**src/rtl/rv32_core_pkg.sv**
```systemverilog
// Shared RV32 core definitions: datapath width, the canonical NOP encoding and
// the fetch-buffer entry layout.
package rv32_core_pkg;

  localparam int XLEN = 32;

  // addi x0, x0, 0
  localparam logic [XLEN-1:0] NOP_INST = 32'h0000_0013;

  typedef struct packed {
    logic [XLEN-1:0] pc;
    logic [XLEN-1:0] inst;
  } fetch_entry_t;

endpackage

```
**src/rtl/fetch_fifo.sv**
```systemverilog
// Synchronous FIFO with a single-cycle flush, holding {pc, inst} fetch entries.
// Pointers wrap naturally because DEPTH is a power of two.
module fetch_fifo
  import rv32_core_pkg::*;
#(
  parameter int DEPTH = 4
) (
  input  logic                         clk,
  input  logic                         rst_n,
  input  logic                         flush,
  input  logic                         push,
  input  logic                         pop,
  input  logic [2*XLEN-1:0]            wr_data,
  output logic [2*XLEN-1:0]            rd_data,
  output logic [$clog2(DEPTH+1)-1:0]   count,
  output logic                         empty
);

  localparam int PW = $clog2(DEPTH);

  logic [2*XLEN-1:0] mem [DEPTH];
  logic [PW-1:0]     wr_ptr;
  logic [PW-1:0]     rd_ptr;
  logic              do_pop;

  assign empty   = (count == '0);
  assign do_pop  = pop & ~empty;
  assign rd_data = mem[rd_ptr];

  // Flush shares the reset path: occupancy and both pointers return to zero.
  always_ff @(posedge clk) begin
    if (!rst_n || flush) begin
      wr_ptr <= '0;
      rd_ptr <= '0;
      count  <= '0;
    end else begin
      if (push)   wr_ptr <= wr_ptr + 1'b1;
      if (do_pop) rd_ptr <= rd_ptr + 1'b1;
      case ({push, do_pop})
        2'b10:   count <= count + 1'b1;
        2'b01:   count <= count - 1'b1;
        default: ;
      endcase
    end
  end

  // NOTE: storage is not reset; stale words are unreachable once the pointers are cleared.
  always_ff @(posedge clk) begin
    if (push) mem[wr_ptr] <= wr_data;
  end

endmodule

```
**src/rtl/inst_fetch_buf.sv**
```systemverilog
// Instruction fetch buffer: credit-based prefetch from instruction memory into a
// small FIFO feeding decode. Optional macro FETCH_BUF_BYPASS_EN forwards a response
// straight to decode when the buffer is empty (latency 1 instead of 2).
module inst_fetch_buf
  import rv32_core_pkg::*;
#(
  parameter int DEPTH = 4
) (
  input  logic                         clk,
  input  logic                         rst_n,
  input  logic [XLEN-1:0]              pc_addr,
  input  logic                         redirect,
  output logic                         pc_stall,
  output logic                         imem_req,
  output logic [XLEN-1:0]              imem_addr,
  input  logic [XLEN-1:0]              imem_rdata,
  output logic                         id_valid,
  input  logic                         id_ready,
  output logic [XLEN-1:0]              id_inst,
  output logic [XLEN-1:0]              id_pc,
  output logic [$clog2(DEPTH+1)-1:0]   buf_cnt
);

  localparam int CW = $clog2(DEPTH+1);

  logic         inflight;
  logic [XLEN-1:0] req_addr;
  logic [CW:0]  credit_used;
  logic         rsp_valid;
  logic         fifo_push;
  logic         fifo_pop;
  logic         fifo_empty;
  fetch_entry_t rsp_entry;
  fetch_entry_t fifo_head;
  fetch_entry_t out_entry;

  assign imem_addr = pc_addr;

  // A request is only issued when a slot is guaranteed for its response.
  assign credit_used = {1'b0, buf_cnt} + {{CW{1'b0}}, inflight};
  assign imem_req    = rst_n & ~redirect & (credit_used < (CW+1)'(DEPTH));
  assign pc_stall    = rst_n & ~redirect & ~imem_req;

  // NOTE: reset is synchronous, so it is tested inside the clocked block only.
  always_ff @(posedge clk) begin
    if (!rst_n) begin
      inflight <= 1'b0;
      req_addr <= '0;
    end else begin
      inflight <= imem_req;
      if (imem_req) req_addr <= pc_addr;
    end
  end

  assign rsp_valid = inflight & ~redirect;
  assign rsp_entry = '{pc: req_addr, inst: imem_rdata};

`ifdef FETCH_BUF_BYPASS_EN
  logic bypass;
  assign bypass    = rsp_valid & fifo_empty;
  // A bypassed response consumed this cycle never occupies a slot.
  assign fifo_push = rsp_valid & ~(bypass & id_ready);
  assign fifo_pop  = ~fifo_empty & id_ready;
  assign id_valid  = rst_n & (~fifo_empty | bypass);
  assign out_entry = fifo_empty ? rsp_entry : fifo_head;
`else
  assign fifo_push = rsp_valid;
  assign fifo_pop  = id_valid & id_ready;
  assign id_valid  = rst_n & ~fifo_empty;
  assign out_entry = fifo_head;
`endif

  // NOTE: defaults first so every path assigns both outputs and no latch is inferred.
  always_comb begin
    id_inst = NOP_INST;
    id_pc   = '0;
    if (id_valid) begin
      id_inst = out_entry.inst;
      id_pc   = out_entry.pc;
    end
  end

  fetch_fifo #(.DEPTH(DEPTH)) u_fifo (
    .clk     (clk),
    .rst_n   (rst_n),
    .flush   (redirect),
    .push    (fifo_push),
    .pop     (fifo_pop),
    .wr_data (rsp_entry),
    .rd_data (fifo_head),
    .count   (buf_cnt),
    .empty   (fifo_empty)
  );

endmodule

```
**config.mk**
```make
export PLATFORM = sky130hd
export DESIGN_NAME = inst_fetch_buf
export DESIGN_NICKNAME = d
export VERILOG_FILES = /design/src/rtl/rv32_core_pkg.sv /design/src/rtl/fetch_fifo.sv /design/src/rtl/inst_fetch_buf.sv
export SDC_FILE = /design/constraint.sdc
export NUM_CORES = 1
export LEC_CHECK = 0
export ABC_AREA = 1
export ABC_CLOCK_PERIOD_IN_PS = 4400
export CORE_MARGIN = 5
export CORE_UTILIZATION = 49
export CTS_CLUSTER_SIZE = 28
export DETAILED_ROUTE_END_ITERATION = 6
export GPL_TIMING_DRIVEN = 1
export PLACE_DENSITY = 0.76
export SYNTH_ARGS = -nofsm -noshare
export SYNTH_HDL_FRONTEND = slang
export SYNTH_SLANG_ARGS = --single-unit
```
**constraint.sdc**
```tcl
create_clock -name clk -period 4.4 [get_ports clk]
set_input_delay 1.32 -clock clk [delete_from_list [all_inputs] [get_ports clk]]
set_output_delay 1.32 -clock clk [all_outputs]
set_load 0.005 [all_outputs]
```
==> Word-level counts from Yosys, hierarchy flattened <==
Memories as Yosys holds them, arrays and structs flattened. A register that Yosys moved wholly into a read port is not among the register bits.
Cells that the tools add are included.
{ "word_totals": {"register_bits": 40, "mem_bits_rw": 256, "input_bits": 68, "out_inout_bits": 102, "n_memories": 1} }
{ "op_classes": {"addsub": 5, "magnitude_cmp": 1, "n_eq_ne": 2, "muxes": 7, "bitwise": 10, "reduce_logical": 4} }
{ "mem_list": {"columns": ["name", "words", "width", "read_ports", "rd_clocked_by_memory_dff", "wr", "line", "text"], "rows": [
  ["u_fifo.mem", 4, 64, 1, 1, 1, "fetch_fifo.sv:21", "logic [2*XLEN-1:0] mem [DEPTH];"]
]} }
{ "ops": {"columns": ["cell", "n"], "rows": [
  ["$mux W32", 2],
  ["$and A1 B1 Y1", 7],
  ["$pmux W3 S2", 1],
  ["$add A2 B1 Y2 const B", 2],
  ["$add A3 B1 Y4", 1],
  ["$lt A4 B3 Y1 const B", 1],
  ["$mux W2", 2],
  ["$add A3 B1 Y3 const B", 1],
  ["$logic_not A3 Y1", 1],
  ["$not A1 Y1", 3],
  ["$sub A3 B1 Y3 const B", 1],
  ["$eq A2 B1 Y1 const B", 1],
  ["$eq A2 B2 Y1 const B", 1],
  ["$mux W1", 2],
  ["$reduce_bool A2 Y1", 1],
  ["$logic_not A1 Y1", 1],
  ["$logic_or A1 B1 Y1", 1]
]} }

==> Depth between registers and ports, before layout <==
Gate-level depths: netlist of run 1.
{ "depth": {"word_depth": 7, "depth_mapped": 11, "ltp_nobuf": 11} }

==> Hierarchy <==
A second synthesis of run 1 with hierarchy kept.
{ "hier_totals": {"cells_unflattened": 1071, "area_unflattened_um2": 12717.2} }
{ "modules_own_cells": {"columns": ["module", "n_inst", "cells_each", "area_per_inst_um2"], "rows": [
  ["fetch_fifo", 1, 684, 9964.6],
  ["inst_fetch_buf", 1, 387, 2752.6]
]} }

==> Least setup slack after synthesis of run 1 <==
OpenSTA, ideal clock, no wires.
{ "synth_path": {"path_kind": "input-to-reg", "startpoint": "input redirect", "endpoint": "memory u_fifo.mem[0][0] (netlist name) (enable)", "setup_ps": 487, "arrival_time_ps": 4248, "t_required_ps": 3913, "setup_slack_ps": -334, "cell_stages": 3, "path_cell_list": "inv_1 -> nand2_1 -> nor2_1"} }
{ "synth_between": {"elab_chain_cells": 4} }
{ "synth_rtl": {"columns": ["item", "line", "text"], "rows": [
  ["from (decl)", "inst_fetch_buf.sv:12", "input logic redirect,"],
  ["$not A1 Y1", "inst_fetch_buf.sv:55", "assign rsp_valid = inflight & ~redirect;"],
  ["$and A1 B1 Y1", "inst_fetch_buf.sv:55", null],
  ["$mux W1", "fetch_fifo.sv:49", "if (push) mem[wr_ptr] <= wr_data;"],
  ["$mux W1 (implied by the code)", "fetch_fifo.sv:49", null],
  ["to (decl)", "fetch_fifo.sv:21", null]
]} }
No other way between the ends.

==> Worst setup path in the final report of run 1 <==
{ "layout_path": {"startpoint": "input rst_n", "endpoint": "output id_inst[12]"} }
{ "layout_between": {"elab_chain_cells": 2} }
{ "layout_rtl": {"columns": ["item", "line", "text"], "rows": [
  ["from (decl)", "inst_fetch_buf.sv:10", "input logic rst_n,"],
  ["$and A1 B1 Y1", "inst_fetch_buf.sv:69", "assign id_valid = rst_n & ~fifo_empty;"],
  ["$mux W32", "inst_fetch_buf.sv:77", "if (id_valid) begin"],
  ["to (decl)", "inst_fetch_buf.sv:19", "output logic [XLEN-1:0] id_inst,"]
]} }
No other way between the ends.

==> run_results.csv, run 1 <==
group,metric,value,unit
status,status,"finished, final reports clean",
worst_hold_path,hp-class,"flop to flop",
global_routing,first_global_vias,7450,
yosys,synthCells,996,
drt,vias_per_cell,5.13,
finish,nets,1200,
floorplan,ios,170,
timing,timing.hold.ws,0.503,ns
clocking,clockBufferDepth,3,
finish,areaGrowthSynthToFinish,22.5,%
yosys,yosys-top-cells-count,"edfxtp_1, nor2_1, o21ai_0",
global_routing,antenna_found_initial,0,
yosys,synth.distinct_cells,23,
yosys,synth_edf_count,256,
power,power.leakage,5.09,nW
setup_path,endpoint_kind,"output pin",
setup_path,path_class,"primary input to output pin",
clocking,cts_sinks,298,
yosys,synthesis.nets,1070,
drt,wl_met3,1470,microns
power,switching_share,19.4,%
global_routing,grt_overflow,0,
setup_path,critPathLaunch,"rst_n",
drt,num_vias,7529,
yosys,yosysSeqAreaShare,72.1,%
yosys,yosys_register_bits,298,
yosys,synth.most_common_cell,"edfxtp_1",
timing,max_freq,237,MHz
power,power_frac_seq,54.7,%
drt,maxUsedRoutingLayer,"met4",
clocking,cts_setup_buffers,0,
floorplan,dieWidth,165,microns
timing,tightest_slew,0.848,ns
global_routing,grt_pass1_wl,39400,microns
clocking,root_buffer,"clkbuf_16",
setup_path,reg2reg_depth,11,
global_routing,grt_start_max_net_pins,83,
yosys,synth_largest_area_cell,"edfxtp_1",
floorplan,start_util,50.1,%
yosys,synthArstFlopShare,0,%
timing,relSlewSlack,43.5,%
setup_path,worstPathRequired,3.08,ns
drt,dr.pass1.iters,5,
power,pwr-share-clk,41.0,%
power,combPwrFrac,4.3,%
drt,drc,0,
floorplan,core-area,23600,sq um
setup_path,regToRegSetupSlack,2.30,ns
clocking,clkSlewWorstSetupHoldPaths,0.06,ns
power,power.switching,1.12,mW
setup_path,arrival,2.90,ns
power,p_total,5.77,mW
yosys,synth_area,11800,sq um
yosys,avgSynthCellArea,11.9,sq um
global_routing,track_usage,18.2,%
placement,dp_cells,1415,
finish,drive_gt1_share,6.79,%
drt,ant_nets,0,
placement,place_area,13500,sq um
yosys,netlist_top_cells_area,"edfxtp_1, nor2_1, dfxtp_1",
timing,fin_crit_sh,95.9,%
yosys,yosysWarningCount,0,
timing,finalSetupViolations,0,
drt,wl_met2,12600,microns
floorplan,design.die.area,27300,sq um
worst_hold_path,min_path_cells,0,
setup_path,reg2reg_from,"u_fifo.count[1]",
drt,routed_wl,25400,microns
setup_path,timing.critical_path.fanout_max,39,
finish,finalInstanceArea,14500,sq um
timing,rsz0062_at_grt,"no",
drt,drt_iter0_drc,545,
clocking,cts_tree,"done",
finish,final_util,61.4,%
timing,hold_viol,0,
finish,final_cells,1467,
clocking,postCtsHoldBufs,0,
placement,gp_congestion,0.810,
drt,wl_met1,10900,microns
clocking,ctsResizeCount,0,
placement,port_buffers,169,
timing,skew,0.0105,ns
flow_run,cap_viol_max_count,0,
setup_path,worst_r2r_endpoint,"u_fifo.count[2]",
power,internal_power,4.65,mW
timing,slew_viol_final,0,
timing,timing.final.ws_setup,0.182,ns
clocking,cts_buffers,28,
floorplan,fp.dieH,165,microns
power,ir_drop,0.214,mV
clocking,insertion_delay,0.52,ns
yosys,synth_top_area_share,65.0,%
floorplan,rows,56,
timing,tns,0,ns
clocking,htreeDepth,1,
placement,place_ws,0.139,ns
setup_path,crit_end,"id_inst[12]",
power,power_density,398,nW/um^2
yosys,ys.flop_type,"edfxtp_1",
setup_path,start_kind,"primary input",
drt,routedWlPerCell,17.3,microns
finish,num_antenna_cells,0,
worst_hold_path,hp-start,"req_addr[0]",
timing,min_period,4.22,ns
placement,dp_hpwl,15100,microns
## worst min-delay path by stage
stage | to | slack [ns]
6_report | u_fifo.mem[2][32] | 0.50
5_1_grt | u_fifo.mem[1][38] | 0.53
4_1_cts | u_fifo.mem[0][32] | 0.50
3_5_place_dp | u_fifo.mem[0][32] | 0.49
3_3_place_gp | u_fifo.mem[1][46] | 0.48
2_1_floorplan | u_fifo.mem[0][32] | 0.46
## critical path: stages
cell and delay (ns):
clkdlybuf4s50_1 0.50, nand2_2 0.09, buf_12 0.17, a21oi_1 0.23, clkdlybuf4s50_1 0.54
## final cells by class
type	count	area, sq um
clock buffer	44	897
clock inverter	8	42.5
fill	1834	9130
inverter	21	82.6
multi-input combinational	588	2630
sequential	298	8530
tap	319	399
timing repair buffer	189	1900
## placed cells by master, fill, tap and decap left out, drive strengths merged, types with 5 or more instances in the layout
cell type / count
edfxtp: 256
nand2: 88
clkdlybuf4s50: 169
inv: 20
a21oi: 74
nor2: 253
o21ai: 128
dfxtp: 42
buf: 20
ha: 5
clkinv: 8
nand3: 36
clkbuf: 44
## layer usage
layer	GRT usage, %	up-vias
met3	2.78	39
met1	24.8	3564
met4	5.32	0
met2	30.7	237
met5	0	-
li1	-	3689
## power by group through the flow
stage / clock [mW] / combinational (mW) / sequential, mW
floorplan: 0 / 0.112 / 3.21
global placement: 0 / 0.246 / 3.21
detailed placement: 0 / 0.251 / 3.22
CTS: 2.41 / 0.252 / 3.15
global route: 2.54 / 0.275 / 3.16
finish: 2.37 / 0.249 / 3.16
## sequential cells by signal (all words and copies together) (netlist names), named ones only
register / cells
inflight: 1
req_addr: 32
u_fifo.count: 3
u_fifo.mem: 256
u_fifo.rd_ptr: 2
u_fifo.wr_ptr: 2
## kinds of logic after synthesis
kind of cell	after synthesis	synth area share, %
AOI/OAI and AO/OA	202	8.55
and+or+nand+nor	379	12.6
buffers and inverters	110	5.96
DFF	298	72.1
xor gates and xnor gates	1	0.0741
adders and majority gates	6	0.698
No activity file was read; power rests on OpenSTA's default activity.
==> inputs of run 2 (changes only) <==
--- a/config.mk
+++ b/config.mk
@@ -8,11 +8,10 @@
 export ABC_AREA = 1
 export ABC_CLOCK_PERIOD_IN_PS = 4400
 export CORE_MARGIN = 5
-export CORE_UTILIZATION = 49
+export CORE_UTILIZATION = 40
 export CTS_CLUSTER_SIZE = 28
 export DETAILED_ROUTE_END_ITERATION = 6
 export GPL_TIMING_DRIVEN = 1
-export PLACE_DENSITY = 0.76
 export SYNTH_ARGS = -nofsm -noshare
 export SYNTH_HDL_FRONTEND = slang
 export SYNTH_SLANG_ARGS = --single-unit
==> run_results.csv, run 2 (same netlist as run 1, synthesis figures left out) <==
group,metric,value,unit
status,status,"finished, final reports clean",
drt,num_vias,7513,
setup_path,timing.critical_path.fanout_max,52,
finish,num_antenna_cells,0,
timing,relSlewSlack,40.3,%
clocking,htreeDepth,1,
setup_path,crit_slowest_cell,"clkdlybuf4s50_1",
placement,port_buffers,169,
finish,drive_gt1_share,6.78,%
power,pwr-share-clk,43.0,%
drt,drt_iter0_drc,462,
clocking,clockBufferDepth,3,
timing,finalSetupViolations,0,
clocking,cts_setup_buffers,0,
global_routing,grt_start_max_net_pins,129,
floorplan,dieWidth,182,microns
placement,dp_hpwl,15600,microns
finish,layout_common_cells,"edfxtp_1, nor2_1, clkdlybuf4s50_1",
setup_path,crit_buf_inv,3,
floorplan,start_util,40.2,%
worst_hold_path,min_path_cells,0,
power,power_density,407,nW/um^2
setup_path,endpoint_kind,"output pin",
flow_run,cap_viol_max_count,0,
timing,max_freq,239,MHz
clocking,root_buffer,"clkbuf_16",
clocking,ctsResizeCount,0,
clocking,postCtsHoldBufs,0,
power,combPwrFrac,4.3,%
setup_path,crit_path_max_incr_delay,0.54,ns
finish,areaGrowthSynthToFinish,24.0,%
setup_path,cp_common_cell,"clkdlybuf4s50_1",
timing,slew_viol_final,0,
worst_hold_path,whs_endpoint,"u_fifo.mem[2][37]",
placement,place_ws,0.203,ns
floorplan,rows,63,
drt,routed_wl,27600,microns
setup_path,regToRegSetupSlack,2.30,ns
timing,min_period,4.18,ns
finish,largest_reg_flops,256,
setup_path,path_class,"primary input to output pin",
setup_path,path_delay_family,"buffers and inverters",
global_routing,grt_pass1_wl,42500,microns
worst_hold_path,hp-class,"flop to flop",
setup_path,start_kind,"primary input",
timing,timing.final.ws_setup,0.216,ns
floorplan,design.die.area,33100,sq um
clocking,cts_sinks,298,
finish,reg_top3,"u_fifo.mem: 256 flops, req_addr: 32 flops, u_fifo.count: 3 flops",
finish,final_common_cell,"edfxtp_1",
global_routing,grt_overflow,0,
timing,rsz0062_at_grt,"no",
timing,skew,0.0127,ns
clocking,insertion_delay,0.54,ns
power,power.switching,1.16,mW
finish,final_util,49.9,%
finish,nets,1201,
clocking,clkSlewWorstSetupHoldPaths,0.06,ns
floorplan,ios,170,
drt,routedWlPerCell,17.9,microns
global_routing,track_usage,16.1,%
power,power.leakage,5.12,nW
power,power_frac_seq,52.8,%
setup_path,crit_path_cell_trace,"clkdlybuf4s50_1 > nand2_2 > buf_12 > a21oi_1 > clkdlybuf4s50_1",
drt,dr.pass1.iters,4,
drt,vias_per_cell,4.88,
drt,ant_nets,0,
floorplan,fp.dieH,182,microns
timing,hold_viol,0,
timing,fin_crit_sh,95.1,%
finish,top_register,"u_fifo.mem",
setup_path,reg2reg_from,"u_fifo.count[1]",
clocking,cts_tree,"done",
timing,tightest_slew,0.895,ns
setup_path,reg2reg_depth,11,
placement,gp_congestion,0.743,
setup_path,worstPathRequired,3.08,ns
setup_path,arrival,2.86,ns
global_routing,antenna_found_initial,0,
global_routing,first_global_vias,7485,
power,ir_drop,0.241,mV
floorplan,core-area,29400,sq um
worst_hold_path,hp-start,"req_addr[5]",
clocking,cts_buffers,30,
power,switching_share,19.5,%
drt,drc,0,
power,internal_power,4.81,mW
setup_path,worst_r2r_endpoint,"u_fifo.count[2]",
timing,timing.hold.ws,0.499,ns
-- run 2: power groups by stage --
stage	registers, mW	clock network (mW)	logic (mW)
2_1_floorplan	3.21	0	0.112
3_3_place_gp	3.21	0	0.258
3_5_place_dp	3.21	0	0.259
4_1_cts	3.15	2.61	0.261
5_1_grt	3.16	2.74	0.280
6_report	3.15	2.57	0.255
-- run 2: worst max-delay path by stage --
stage,cells after the start,end,from
after global placement,5,id_inst[12],rst_n
after global routing,5,id_pc[30],rst_n
final,5,id_inst[12],rst_n
after floorplan,3,u_fifo.mem[0][0],redirect
after CTS,5,id_pc[30],rst_n
after detailed placement,5,id_pc[30],rst_n
-- run 2: area by class of cell --
class | count | area [sq um]
sequential | 298 | 8530
fill | 2556 | 14700
multi-input combinational | 588 | 2630
tap | 390 | 488
timing repair buffer | 188 | 1920
clock inverter | 11 | 126
inverter | 21 | 82.6
clock buffer | 45 | 888
-- run 2: metal layers --
metal | vias up | routed length (microns) | GRT usage [%]
li1 | 3697 | - | -
met1 | 3594 | 12300 | 21.6
met2 | 183 | 13600 | 27.6
met3 | 39 | 1170 | 2.26
met4 | 0 | 507 | 4.08
met5 | - | 0 | 0
-- run 2: per-stage QoR --
step | TNS (ns) | cells | area, sq um | total power [mW]
final | 0 | 1541 | 14700 | 5.97
after global routing | 0 | 1541 | 14700 | 6.18
after CTS | 0 | 1541 | 14700 | 6.02
after detailed placement | 0 | 1485 | 13700 | 3.47
after floorplan | -85.63 | 996 | 11800 | 3.32
after global placement | 0 | 1485 | 13700 | 3.47
